==> config.mk <==
export PLATFORM = sky130hd
export DESIGN_NAME = rcc_sys_clk_switch_ctrl
export DESIGN_NICKNAME = d
export VERILOG_FILES = /design/src/rtl/rcc_sys_clk_switch_ctrl.sv
export SDC_FILE = /design/constraint.sdc
export NUM_CORES = 1
export LEC_CHECK = 0
export ABC_AREA = 1
export CAP_MARGIN = 20
export CORE_ASPECT_RATIO = 1.25
export CORE_MARGIN = 4
export CORE_UTILIZATION = 58
export DETAILED_ROUTE_END_ITERATION = 10
export GPL_TIMING_DRIVEN = 0
export PLACE_DENSITY = 0.82
export SLEW_MARGIN = 25
export SYNTH_ARGS = -nofsm -noshare
export SYNTH_HDL_FRONTEND = slang
export SYNTH_SLANG_ARGS = --single-unit
export TNS_END_PERCENT = 10
==> constraint.sdc <==
create_clock -name clk -period 3.45 [get_ports clk]
set_input_delay 0.345 -clock clk [delete_from_list [all_inputs] [get_ports clk]]
set_output_delay 0.345 -clock clk [all_outputs]
set_load 0.02 [all_outputs]
==> src/rtl/rcc_sys_clk_switch_ctrl.sv <==
// System clock source switch sequencer: waits for the target oscillator to be ready,
// gates sys_clk, moves the one-hot mux select while gated, then ungates.
module rcc_sys_clk_switch_ctrl #(
  parameter int unsigned TIMEOUT_CYCLES = 1024,
  parameter int unsigned GATE_CYCLES    = 2
) (
  input  logic       clk,
  input  logic       rst,
  input  logic [1:0] sw,
  input  logic [3:0] src_rdy,
  input  logic       hsecss_fail,
  input  logic       stop_entry,
  input  logic       stopwuck,
  input  logic       err_clr,
  output logic [1:0] sws,
  output logic [3:0] sel_onehot,
  output logic       clk_gate_en,
  output logic       sw_busy,
  output logic       sw_err
);

  localparam int unsigned TMO_W = (TIMEOUT_CYCLES > 1) ? $clog2(TIMEOUT_CYCLES) : 1;
  localparam int unsigned CNT_W = $clog2(GATE_CYCLES + 1);
  localparam logic [TMO_W-1:0] TMO_LAST = TMO_W'(TIMEOUT_CYCLES - 1);
  localparam logic [CNT_W-1:0] CNT_LAST = CNT_W'(GATE_CYCLES - 1);
  localparam logic [1:0] SRC_HSI = 2'd0;
  localparam logic [1:0] SRC_CSI = 2'd1;
  localparam logic [1:0] SRC_HSE = 2'd2;

  typedef enum logic [1:0] {
    ST_IDLE     = 2'd0,
    ST_WAIT_RDY = 2'd1,
    ST_DESEL    = 2'd2,
    ST_SEL      = 2'd3
  } state_t;

  state_t           r_state;
  state_t           w_state_nxt;
  logic [1:0]       r_tgt;
  logic [1:0]       w_tgt_nxt;
  logic [TMO_W-1:0] r_tmo;
  logic [TMO_W-1:0] w_tmo_nxt;
  logic [CNT_W-1:0] r_cnt;
  logic [CNT_W-1:0] w_cnt_nxt;
  logic [1:0]       r_sws;
  logic [1:0]       w_sws_nxt;
  logic [3:0]       r_sel;
  logic [3:0]       w_sel_nxt;
  logic             r_gate;
  logic             w_gate_nxt;
  logic             r_busy;
  logic             w_busy_nxt;
  logic             r_err;
  logic             w_err_nxt;
  logic             w_err_set;
  logic [1:0]       w_target;

  // Requested source as seen from IDLE; forced targets bypass the sticky error
  always_comb begin
    w_target = r_sws;
    if (stop_entry) begin
      w_target = stopwuck ? SRC_CSI : SRC_HSI;
    end else if (hsecss_fail && (r_sws == SRC_HSE)) begin
      w_target = SRC_HSI;
    end else if (!r_err) begin
      w_target = sw;
    end
  end

  always_comb begin
    w_state_nxt = r_state;
    w_tgt_nxt   = r_tgt;
    w_tmo_nxt   = r_tmo;
    w_cnt_nxt   = r_cnt;
    w_sws_nxt   = r_sws;
    w_sel_nxt   = r_sel;
    w_gate_nxt  = r_gate;
    w_busy_nxt  = r_busy;
    w_err_set   = 1'b0;
    case (r_state)
      ST_IDLE: begin
        if (w_target != r_sws) begin
          w_state_nxt = ST_WAIT_RDY;
          w_tgt_nxt   = w_target;
          w_busy_nxt  = 1'b1;
          w_tmo_nxt   = '0;
        end
      end
      ST_WAIT_RDY: begin
        if ((r_tgt == SRC_HSE) && hsecss_fail) begin
          w_state_nxt = ST_IDLE;
          w_busy_nxt  = 1'b0;
          w_err_set   = 1'b1;
        end else if (src_rdy[r_tgt]) begin
          w_state_nxt = ST_DESEL;
          w_gate_nxt  = 1'b0;
          w_cnt_nxt   = '0;
        end else if (r_tmo == TMO_LAST) begin
          w_state_nxt = ST_IDLE;
          w_busy_nxt  = 1'b0;
          w_err_set   = 1'b1;
        end else begin
          w_tmo_nxt = r_tmo + TMO_W'(1);
        end
      end
      ST_DESEL: begin
        if (r_cnt == CNT_LAST) begin
          w_state_nxt = ST_SEL;
          w_sel_nxt   = 4'b0001 << r_tgt;
          w_sws_nxt   = r_tgt;
          w_cnt_nxt   = '0;
        end else begin
          w_cnt_nxt = r_cnt + CNT_W'(1);
        end
      end
      ST_SEL: begin
        if (r_cnt == CNT_LAST) begin
          w_state_nxt = ST_IDLE;
          w_gate_nxt  = 1'b1;
          w_busy_nxt  = 1'b0;
        end else begin
          w_cnt_nxt = r_cnt + CNT_W'(1);
        end
      end
      default: begin
        w_state_nxt = ST_IDLE;
      end
    endcase
    // Error set has priority over a same-cycle clear
    w_err_nxt = w_err_set ? 1'b1 : (err_clr ? 1'b0 : r_err);
  end

  always_ff @(posedge clk) begin
    if (rst) begin
      r_state <= ST_IDLE;
      r_tgt   <= SRC_HSI;
      r_tmo   <= '0;
      r_cnt   <= '0;
      r_sws   <= SRC_HSI;
      r_sel   <= 4'b0001;
      r_gate  <= 1'b1;
      r_busy  <= 1'b0;
      r_err   <= 1'b0;
    end else begin
      r_state <= w_state_nxt;
      r_tgt   <= w_tgt_nxt;
      r_tmo   <= w_tmo_nxt;
      r_cnt   <= w_cnt_nxt;
      r_sws   <= w_sws_nxt;
      r_sel   <= w_sel_nxt;
      r_gate  <= w_gate_nxt;
      r_busy  <= w_busy_nxt;
      r_err   <= w_err_nxt;
    end
  end

  assign sws         = r_sws;
  assign sel_onehot  = r_sel;
  assign clk_gate_en = r_gate;
  assign sw_busy     = r_busy;
  assign sw_err      = r_err;

endmodule

# == Yosys cells after proc, flatten, opt, wreduce, memory -nomap -nowiden ==
# Index checks and enable logic that the tools add are counted.
# totals
ff_bits,25
latchBits,0
ramBits,0
mem_bits_ro,0
input_bits,12
out_inout_bits,9
word_cells,86
mem_count,0
# op_classes
n_addsub,2
multipliers,0
n_div,0
order_cmp,1
n_eq_ne,19
n_shift,1
muxes,39
bitwise,0
n_reduce_logical,15
# op_table
op,n
two-way mux 10 bit,4
two-way mux 2 bit,13
case mux 10 bit (2 select lines),1
two-way mux 1 bit,16
!= test 2 bit (second input constant),8
AND reduction 4 bit,3
adder 10 x 1 -> 10 bit (second input constant),1
equality test 10 bit (second input constant),1
AND reduction 5 bit,2
equality test 2 bit (second input constant),4
case mux 2 bit (4 select lines),1
!= test 3 bit (second input constant),2
case mux 2 bit (3 select lines),1
nonzero test 2 bit,3
nonzero test 3 bit,2
equality test 2 x 1 -> 1 bit (second input constant),2
!= test 4 bit (second input constant),1
AND reduction 2 bit,2
<< shifter 1 x 2 -> 4 bit (first input constant),1
less-than comparator 2 x 3 -> 1 bit (second input constant),1
case mux 1 bit (3 select lines),1
adder 2 x 1 -> 2 bit (second input constant),1
binary-select mux 1 bit (select 2 bit),1
logical AND 1 bit,2
other kinds (3),3

# == Logic depth before layout (Yosys ltp) ==
# depth
ltp_word,7
ltp_mapped,11
depth_no_buf,11

# == Worst setup path before layout ==
# No wires, ideal clock.
# synth_timing
path_type,flip-flop to flip-flop
startpoint,register (tool-made name)
endpoint,"register r_busy, in the netlist sw_busy"
setup_ns,0.128
t_arrival_ns,1.465
required_time_ns,3.322
slack_ns,1.857
stages_incl_launch_ff,10
path_buffers,1
period_less_slack_ns,1.593
cell_sequence,dfxtp_1 > inv_1 > ha_1 > inv_1 > clkbuf_1 > o21ai_0 > nor2_1 > nand2_1 > nand2_1 > a21oi_1
# synth_lines
element,line,source
end signal: assignment,152,r_busy <= w_busy_nxt;
end: declaration,51,logic r_busy;

==> summary.md <==
| Metric | Value |
|---|---|
| Final Max Slew Viols | `0` |
| Critical Path Fanout Max | `10` |
| Seq pwr share | `35.4%` |
| Worst reg2reg path depth | `8` |
| Initial core utilization | `about three fifths` |
| Core Area | `2480 sq um` |
| Crit share post-route | `55.9%` |
| Number of buffers created by CTS | `3` |
| Hold path depth | `2` |
| Commonest non-fill, non-tap cell in the layout | `nand2_1` |
| DR vias/cell | `roughly 5.3` |
| Comb pwr share | `53.0%` |
| Peak VDD IR | `~530 uV` |
| Register area share after synthesis | `32.6%` |
| Dpl cells | `278` |
| Syn Std Cell Area | `1530 sq um` |
| Post-Route Skew | `0.00656 ns` |
| Syn Area/Cell | `between 6 and 7 sq um` |
| Setup-failing EPs final | `0` |
| Final setup margin | `1.52 ns` |
| Post-CTS Setup Bufs | `0` |
| RSZ-0062 raised after global routing | `false` |
| Worst r2r dst | `sw_busy` |
| Chip height | `65.5 microns` |
| Tightest Hold Check Type | `in -> reg` |
| NumNets Final | `270` |
| FF+latch count, synth | `25` |
| Final Hold Fails | `0` |
| Synth Instances | `226` |
| Synthesis-to-finish area growth | `16.8%` |
| CP Capture Type | `register` |
| WS Path Type | `reg -> reg` |
| Worst-skew pair later-pin latency | `0.32 ns` |
| Status | `finished, final reports clean` |
| Cts-stage hold buffer count | `0` |
| Leak | `0.697 nW` |
| CTS max path bufs | `2` |
| Clock power share | `11.6%` |
| Root cell of the clock tree | `clkbuf_4` |
| Final non-filler cell total | `282` |
| Synthesis Warnings | `0` |
| DP HPWL | `around 2.5 mm` |
| CTS sink cnt | `25` |
| Fmax | `a little over 500 MHz` |
| Max_slew headroom | `64.9%` |
| Worst Hold Path EP | `r_tmo[5]` |
| Gpl congestion | `0.840` |
| Post-Synth XOR/XNOR Area | `3.43%` |
| Initial antenna violation count | `0` |
| PD cells | `632 nW/um^2` |
| First-pass GRT wire length | `5.47 mm` |
| Arrival time of the worst setup path | `between 2 and 2.5 ns` |
| Fraction of layout cells with a size suffix above 1 | `7.23%` |
| Commonest non-fill, non-tap cells in the layout | `65 x nand2_1, 26 x nand3_1, 25 x dfxtp_1` |
| Pre-CTS WS | `1.45 ns` |
| DRC | `0` |
| Drt pass-1 iters | `4` |
| Worst R2R Setup Slack | `about 1.5 ns` |
| Detailed Route Iter0 Violations | `46` |
| Chip Width | `54 microns` |
| N_diodes | `0` |
| Reg clk slew, reported paths | `0.13 ns` |
| Worst slew pin tran | `0.527 ns` |
| Die area | `3540 sq um` |
| Port buffer count | `19` |
| Largest net degree at the start of global routing | `14` |
| NetSw | `0.000514 W` |
| Adder-cell area share of the yosys netlist | `6.53%` |
| Total vias in the final route | `~1500` |
| CP Launch Type | `register` |
| DR WL/cell | `11.5 microns` |
| Pint | `0.000619 W` |
| Synth Area in Simple Gates | `between 30 and 40%` |
| Largest family of logic cells by synthesized area | `simple AND/OR/NAND/NOR gates` |
| Sw frac | `45.4%` |
| Critical Path RT | `roughly 3.7 ns` |
| Hold Startpoint | `rst` |
| Post-synthesis mux area share | `0%` |
| Number of global-route vias before repair | `1398` |
| WL final | `3.25 mm` |
| Max-cap violation count | `0` |
| Worst hold margin | `between 0.3 and 0.4 ns` |
| Syn Nets | `about 250` |
| Synth cell types | `29` |
| Setup TNS | `0 ns` |
| CTS tree | `done` |
| IO Count | `21` |
| Post-CTS sizing | `0` |
| Final min period | `1.93 ns` |
| Congestion Overflow GR | `0` |
| Max H-tree Level | `1` |
| Final ANT Viol Nets | `0` |
| Row cnt | `20` |
| GRT Total Usage | `20.3%` |
| Post-synthesis compound-gate area fraction | `12.6%` |
## synth_stat cells
library cell	n	share of area, %
o21ai_2	1	0.57
nand4_1	2	0.82
nor2_1	19	4.6
o311ai_0	1	0.57
nor3b_1	2	0.98
nand4_2	1	0.82
nor3_1	2	0.65
nor2_2	2	0.82
nand3b_1	2	0.98
buf_6	1	0.73
nand2_2	4	1.6
o21ai_4	1	1.1
inv_2	1	0.24
nand2_1	65	16
o211ai_1	1	0.49
ha_1	8	6.5
o21ai_0	8	2.6
or2_2	1	0.41
o21a_1	1	0.49
xnor2_1	2	1.1
clkbuf_1	3	0.73
buf_4	1	0.49
nor3_2	1	0.65
nand3_1	26	8.5
xor2_1	4	2.3
nand3_4	1	1.1
a21oi_1	21	6.9
dfxtp_1	25	33
inv_1	19	4.6
## registers in the layout, indices dropped and copies added (netlist names), named ones only
name and cells:
r_cnt 2, sel_onehot 4, sws 2, sw_err 1, sw_busy 1, r_tmo 10, clk_gate_en 1, r_tgt 2
r_state 1
## routing by layer
metal	wire length (microns)	share of wire [%]	global-route usage (%)
met1	1450	45	23.1
met2	1640	51	37.6
met3	117	3.6	2.27
met4	37	1.1	6.54
met5	0	0	0
## layout make-up
type	count	area [sq um]
Multi-Input combinational cell	176	928
Fill cell	218	686
Sequential cell	25	500
Timing Repair Buffer	19	190
Inverter	20	75.1
Tap cell	33	41.3
Buffer	5	30.0
Clock buffer	4	26.3
## stage by stage
stage	instance area, sq um	util (%)	total power, W
after floorplan	1530	-	0.000869
after global placement	1770	71.3	0.000996
after detailed placement	1770	71.3	0.00101
after CTS	1790	72.3	0.00114
after global routing	1790	72.3	0.00124
final	1790	72.3	0.00113
## power by group through the flow
stage               clock [W]  sequential (W)  combinational, W
finish               0.000131        0.000401          0.000601
global route         0.000149        0.000409          0.000687
CTS                  0.000136        0.000400          0.000602
detailed placement          0        0.000407          0.000599
global placement            0        0.000405          0.000591
floorplan                   0        0.000409          0.000460
## cell families after synthesis
| family | Yosys count |
|---|---|
| AOI/OAI and AO/OA | 34 |
| and+or+nand+nor | 128 |
| adders and majority gates | 8 |
| buffers and inverters | 25 |
| DFF | 25 |
| xor gates and xnor gates | 6 |
## worst max path at each step
| stage | to | slack, ns | depth (start not counted) |
|---|---|---|---|
| 2_1_floorplan | sw_busy | 1.86 | 9 |
| 3_3_place_gp | r_tmo[1] | 1.47 | 10 |
| 3_5_place_dp | r_tmo[1] | 1.45 | 10 |
| 4_1_cts | sw_busy | 1.53 | 8 |
| 5_1_grt | sw_busy | 1.28 | 9 |
| 6_report | sw_busy | 1.52 | 8 |
## critical path, cell delays in order, from the launching register on
cell	delay, ns
dfxtp_1	0.39
inv_1	0.11
ha_1	0.29
inv_1	0.15
clkbuf_1	0.37
o21ai_0	0.17
nor2_1	0.15
nand3_1	0.09
a21oi_1	0.14
(Power assumes the default switching activity.)
